--- config.mk ---
export PLATFORM = sky130hd
export DESIGN_NAME = pp_gen_skid
export DESIGN_NICKNAME = d
export VERILOG_FILES = /design/src/rtl/pp_gen_skid.sv
export SDC_FILE = /design/constraint.sdc
export NUM_CORES = 1
export LEC_CHECK = 0
export BUFFER_PORTS_ARGS = -buffer_cell sky130_fd_sc_hd__buf_2
export CAP_MARGIN = 20
export CORE_ASPECT_RATIO = 0.75
export CORE_MARGIN = 3
export CORE_UTILIZATION = 50
export CTS_BUF_LIST = sky130_fd_sc_hd__clkbuf_2
export CTS_CLUSTER_DIAMETER = 200
export CTS_CLUSTER_SIZE = 14
export DETAILED_ROUTE_END_ITERATION = 6
export GPL_ROUTABILITY_DRIVEN = 0
export PLACE_DENSITY = 0.92
export SLEW_MARGIN = 20
export SYNTH_ARGS = -nofsm -noshare
export SYNTH_HDL_FRONTEND = slang
export SYNTH_SLANG_ARGS = --single-unit
--- constraint.sdc ---
create_clock -name clk -period 2.4 [get_ports clk]
set_input_delay 0.24 -clock clk [delete_from_list [all_inputs] [get_ports clk]]
set_output_delay 0.24 -clock clk [all_outputs]
set_load 0.05 [all_outputs]
--- src/rtl/pp_gen_skid.sv ---
// pp_gen_skid
//   Front end of the 8x8 approximate multiplier's partial-product adder.
//   Operand pairs arrive on a valid/ready handshake and are held in a 2-entry
//   skid FIFO. The head entry is decoded into column-packed triangular partial
//   products p0..p7. Bit p_i[j] carries weight i+j. prod_valid is a one-cycle
//   delayed copy of the pop, which lines up with the adder's product register.
//
// Parameters
//   TRUNC_COLS  columns of weight < TRUNC_COLS are forced to 0 (0..15)
//   CNT_W       width of the accepted-operation counter
//
// Ports
//   clk         rising-edge clock
//   rst         synchronous active-high reset
//   a_in, b_in  unsigned 8-bit operands
//   in_valid    operand pair offered
//   in_ready    FIFO not full (registered state only)
//   p0..p7      partial products, p_i is 15-2i bits wide
//   pp_valid    p0..p7 hold a valid head entry
//   pp_ready    adder consumes the head this cycle
//   prod_valid  adder product register holds the previous fire's result
//   op_count    accepted input handshakes, modulo 2^CNT_W
module pp_gen_skid #(
    parameter int unsigned TRUNC_COLS = 0,
    parameter int unsigned CNT_W      = 16
) (
    input  logic             clk,
    input  logic             rst,
    input  logic [7:0]       a_in,
    input  logic [7:0]       b_in,
    input  logic             in_valid,
    output logic             in_ready,
    output logic [14:0]      p0,
    output logic [12:0]      p1,
    output logic [10:0]      p2,
    output logic [8:0]       p3,
    output logic [6:0]       p4,
    output logic [4:0]       p5,
    output logic [2:0]       p6,
    output logic             p7,
    output logic             pp_valid,
    input  logic             pp_ready,
    output logic             prod_valid,
    output logic [CNT_W-1:0] op_count
);

    logic [7:0]       a_q [2];
    logic [7:0]       b_q [2];
    logic             wr_ptr_q;
    logic             rd_ptr_q;
    logic [1:0]       occ_q;
    logic             prod_valid_q;
    logic [CNT_W-1:0] op_count_q;

    logic             push;
    logic             pop;
    logic [7:0]       head_a;
    logic [7:0]       head_b;
    logic [63:0]      pp_flat;

    // Ready depends on stored occupancy only, so a pop while full frees
    // the slot for the following cycle, not this one.
    assign in_ready = (occ_q != 2'd2);
    assign pp_valid = (occ_q != 2'd0);
    assign push     = in_valid & in_ready;
    assign pop      = pp_valid & pp_ready;

    always_ff @(posedge clk) begin
        if (rst) begin
            a_q[0]       <= '0;
            a_q[1]       <= '0;
            b_q[0]       <= '0;
            b_q[1]       <= '0;
            wr_ptr_q     <= 1'b0;
            rd_ptr_q     <= 1'b0;
            occ_q        <= 2'd0;
            prod_valid_q <= 1'b0;
            op_count_q   <= '0;
        end else begin
            if (push) begin
                a_q[wr_ptr_q] <= a_in;
                b_q[wr_ptr_q] <= b_in;
                wr_ptr_q      <= ~wr_ptr_q;
                op_count_q    <= op_count_q + CNT_W'(1);
            end
            if (pop) begin
                rd_ptr_q <= ~rd_ptr_q;
            end
            unique case ({push, pop})
                2'b10:   occ_q <= occ_q + 2'd1;
                2'b01:   occ_q <= occ_q - 2'd1;
                default: occ_q <= occ_q;
            endcase
            prod_valid_q <= pop;
        end
    end

    assign head_a = a_q[rd_ptr_q];
    assign head_b = b_q[rd_ptr_q];

    // Column w holds min(w,14-w)+1 terms; term i lands in p_i[w-i], which
    // sits at flat offset i*(16-i) + (w-i). Terms are gated by pp_valid so
    // an empty FIFO presents all-zero partial products.
    for (genvar w = 0; w < 15; w++) begin : g_col
        localparam int Lo = (w > 7) ? w - 7 : 0;
        localparam int Nt = ((w < 14 - w) ? w : 14 - w) + 1;
        for (genvar i = 0; i < Nt; i++) begin : g_term
            localparam int Idx = i * (16 - i) + w - i;
            if (w < int'(TRUNC_COLS)) begin : g_trunc
                assign pp_flat[Idx] = 1'b0;
            end else begin : g_keep
                assign pp_flat[Idx] = pp_valid & head_a[Lo+i] & head_b[w-Lo-i];
            end
        end
    end

    assign p0 = pp_flat[14:0];
    assign p1 = pp_flat[27:15];
    assign p2 = pp_flat[38:28];
    assign p3 = pp_flat[47:39];
    assign p4 = pp_flat[54:48];
    assign p5 = pp_flat[59:55];
    assign p6 = pp_flat[62:60];
    assign p7 = pp_flat[63];

    assign prod_valid = prod_valid_q;
    assign op_count   = op_count_q;

endmodule

==> results_tabular.tex <==
\begin{tabular}{lr}
\hline
Metric & Value \\
\hline
\multicolumn{2}{l}{\textbf{Clock tree}} \\
Clock tree from TritonCTS & yes \\
Number of clock buffers inserted by TritonCTS & 5 \\
Sink Count & 54 \\
Clock root buffer master & clkbuf\_2 \\
Post-CTS setup repair buffer count & 0 \\
H-tree depth & 2 \\
Clk buf depth & 2 \\
Clock-pin transition on the worst setup and hold timing paths & 0.25 ns \\
Worst skew pair latency & 0.42 ns \\
\multicolumn{2}{l}{\textbf{Timing}} \\
Setup Skew & 0.0173 ns \\
Transition at the pin with the smallest max-transition slack & 0.875 ns \\
Min cycle time layout & 2.27 ns \\
Final setup violation count & 0 \\
Peak clock frequency supported by timing & 440 MHz \\
Headroom to the max-slew limit & 41.3\% \\
Worst hold slack across all endpoints & 0.0736 ns \\
Setup TNS after final layout & 0 ns \\
Count of pins over their slew limit & 0 \\
Unrepaired setup endpoints after global routing & false \\
Final hold viol count & 0 \\
Share of the clock period used by the worst path & 94.8\% \\
\multicolumn{2}{l}{\textbf{GRT}} \\
Pin count of the biggest net entering global routing & 27 \\
Number of antenna violations at the first check in global routing & 0 \\
Via count of the first global-routing pass & 2188 \\
GRT Util Overall & 20.4\% \\
Congestion Overflow GR & 0 \\
First-pass GRT wire length & 10300 um \\
\multicolumn{2}{l}{\textbf{Worst setup path}} \\
WP data required & 2.16 ns \\
Crit path launch type & flip-flop \\
Peak per-stage delay on the critical path & 0.37 ns \\
Critical path peak fanout & 16 \\
Slowest stage cell on the critical path & dfxtp\_1 \\
Worst EP arrival & 2.03 ns \\
Cell breakdown of the critical path & buf\_4, mux2\_2, nand2\_1, nor2\_1, buf\_2 \\
Crit Path Class & flip-flop to primary output \\
Nature of the critical path endpoint & primary output \\
Worst r2r path cells & 6 \\
\multicolumn{2}{l}{\textbf{Route}} \\
Met3 WL & 382 um \\
Antenna violation net count after detailed routing & 0 \\
Uppermost layer routed & met4 \\
Average via count per standard cell & 5.11 \\
Met2 wire len & 3200 um \\
Met1 WL & 2650 um \\
Number of vias in the routed layout & 2300 \\
Number of remaining DRC errors & 0 \\
Post-DR wirelength/cell & 14.2 um \\
Total wire length & 6370 um \\
Drt first pass iters & 5 \\
DR iter-0 viols & 183 \\
\multicolumn{2}{l}{\textbf{Yosys}} \\
Fraction of synthesized area in multiplexers & 6.38\% \\
Dominant combinational cell family by area after synthesis & simple AND/OR/NAND/NOR gates \\
Netlist cell types & 36 \\
Area fraction in compound gates after synthesis & 4.13\% \\
Post-synthesis average cell area & 9.81 sq um \\
Cell count after synthesis & 272 \\
Fraction of the yosys area taken by sequential cells & 52.5\% \\
Mapped Nets & 294 \\
Arithmetic-cell share of the synthesized area counting full adders, half adders and majority gates & 0.938\% \\
Warning count from the yosys run & 0 \\
Register bit count reported by yosys & 54 \\
Total standard cell area after synthesis & 0.00267 sq mm \\
Post-Synth Simple-Gate Area & 30.0\% \\
Area share of xor/xnor cells in the synthesized design & 3.61\% \\
\multicolumn{2}{l}{\textbf{Flow run}} \\
Max cap viols & 0 \\
\multicolumn{2}{l}{\textbf{Pwr}} \\
Switching power total & 0.00152 W \\
Net switching share of the total power & 45.7\% \\
Sequential group share of total power & 35.7\% \\
Part of the power in combinational logic & 48.1\% \\
Power density normalized to cell area & 989 mW/mm\^{}2 \\
Leakage power & 1.57 nW \\
Internal portion of total power & 0.00181 W \\
Clock network power share & 16.2\% \\
Highest ir drop seen on vdd & 0.406 mV \\
\multicolumn{2}{l}{\textbf{Floorplan}} \\
Number of rows created at floorplan & 22 \\
Area enclosed by the die boundary & 0.00626 sq mm \\
Ports placed on the boundary & 103 \\
Horizontal extent of the die & 90.4 um \\
Die boundary height & 69.3 um \\
Initial core utilization & 53.3\% \\
Core Footprint & 0.00501 sq mm \\
\multicolumn{2}{l}{\textbf{Cells and area}} \\
Share of cells above drive strength 1 & 36.8\% \\
Non-filler instance count after layout & 450 \\
Fill cells & 394 \\
Antenna cell count & 0 \\
Area added between synthesis and finish & 26.3\% \\
Final Instance Area & 0.00337 sq mm \\
Final nets & 399 \\
\multicolumn{2}{l}{\textbf{Min path}} \\
Worst hold-check path type & input port to flip-flop \\
Worst hold path stage count & 2 \\
\multicolumn{2}{l}{\textbf{Place}} \\
DP Area & 0.00326 sq mm \\
Count of input and output buffers & 102 \\
Final HPWL DP & 4520 um \\
Number of instances in the placed design & 442 \\
\multicolumn{2}{l}{\textbf{Outcome}} \\
Run status & finished, final reports clean \\
\hline
\end{tabular}
sequential cells by signal (all words and copies together), names as in the netlist, named ones only:
signal      count
a_q            16
b_q            16
occ_q           2
op_count       16
prod_valid      1
rd_ptr_q        1
wr_ptr_q        1
cells in the mapped netlist:
cell type / number / share of area, %
or2_2: 2 / 0.47
mux2_2: 8 / 3.4
mux2i_1: 8 / 3.0
nand2_4: 1 / 0.42
clkbuf_1: 5 / 0.70
a21oi_1: 10 / 1.9
dfxtp_1: 22 / 17
ha_1: 2 / 0.94
and3_1: 2 / 0.47
xor2_1: 10 / 3.3
nor2_1: 76 / 11
nand4_4: 1 / 0.80
nand3_2: 1 / 0.38
nor3b_2: 1 / 0.47
and3_2: 1 / 0.28
o21ai_0: 6 / 1.1
and2_1: 34 / 8.0
buf_6: 1 / 0.42
and4_1: 2 / 0.66
buf_2: 3 / 0.56
nand4_1: 4 / 0.94
nand3_1: 3 / 0.56
buf_4: 1 / 0.28
edfxtp_1: 32 / 36
clkbuf_2: 1 / 0.19
o21bai_1: 1 / 0.28
nand2_1: 15 / 2.1
or3_1: 6 / 1.4
nand3_4: 1 / 0.66
xnor2_1: 1 / 0.33
nand2b_1: 1 / 0.23
inv_1: 2 / 0.28
nor3_2: 1 / 0.38
or4_1: 3 / 0.84
and2_2: 1 / 0.28
o31ai_1: 3 / 0.84
cells in the final DEF (no fill, tap or decap), types with 2 or more instances in the layout:
master,count
clkbuf_2,5
and2_1,34
nand2_1,15
inv_1,2
or2_2,2
nor2_1,76
ha_1,2
buf_2,102
o31ai_1,3
and4_1,2
or3_1,6
nand3_1,3
nand4_1,4
dfxtp_1,22
a21oi_1,10
mux2_2,8
edfxtp_1,32
mux2i_1,3
o21ai_0,6
bufinv_16,2
or4_1,3
and3_1,2
mux2i_2,5
xor2_1,10
buf_4,7
power groups by stage:
| stage | sequential [W] | combinational, W | clock, W |
|---|---|---|---|
| after CTS | 0.00119 | 0.00158 | 0.000551 |
| after floorplan | 0.00123 | 0.00117 | 0 |
| after global routing | 0.00120 | 0.00170 | 0.000588 |
| after detailed placement | 0.00120 | 0.00156 | 0 |
| after global placement | 0.00120 | 0.00153 | 0 |
| final | 0.00119 | 0.00161 | 0.000541 |
timing repair:
| action | CTS | global route |
|---|---|---|
| hold buffers | 0 | 0 |
| resized for setup | 0 | 5 |
| setup endpoints to repair | 0 | 17 |
layout make-up:
type | instances | area, sq um | share of cell area, %
Sequential cell | 54 | 1400 | 41.6
Tap cell | 72 | 90.1 | 2.67
Inverter | 2 | 7.51 | 0.223
Clock inverter | 3 | 63.8 | 1.89
Clock buffer | 5 | 25.0 | 0.742
Multi-Input combinational cell | 205 | 1220 | 36.2
Timing Repair Buffer | 109 | 563 | 16.7
final timing paths:
kind	startpoint	to	slack [ns]
setup / recovery	flip-flop	p5[3]	0.13
hold / removal	b_in[0]	b_q[1][0]$_SDFFCE_PN0P_	0.07
setup reg to reg	occ_q[0]$_SDFFE_PP0P_	occ_q[1]$_SDFFE_PP0P_	0.51
hold reg to reg	op_count[15]$_SDFFE_PP0P_	op_count[15]$_SDFFE_PP0P_	0.51
critical path: cells and delay by family, from the launching register on:
kind / cells / cell delay, ns
buf+inv: 2 / 0.52
flops: 1 / 0.37
mux: 1 / 0.37
simple gates: 2 / 0.36
per-stage QoR:
step | total power [W] | setup slack, ns | util (%)
6_report | 0.00334 | 0.126 | 67.3
5_1_grt | 0.00349 | 0.0178 | 67.3
4_1_cts | 0.00331 | 0.0488 | 66.9
3_5_place_dp | 0.00277 | 0.567 | 65.2
3_3_place_gp | 0.00273 | 0.670 | 65.2
2_1_floorplan | 0.00240 | 0.0263 | -
logic make-up (layout without fill, tap and decap cells):
group,after synthesis,after routing
AOI/OAI and AO/OA,20,20
xor gates and xnor gates,11,11
adders and majority gates,2,2
buffers and inverters,13,119
DFF,54,54
muxes,16,16
and+or+nand+nor,156,156
per-layer routing:
| metal | track usage [%] | up-vias |
|---|---|---|
| li1 | - | 1129 |
| met1 | 24.4 | 1076 |
| met2 | 35.3 | 85 |
| met3 | 4.01 | 10 |
| met4 | 9.68 | 0 |
| met5 | 0 | - |
Note: power is estimated with default switching activity, not from simulation.
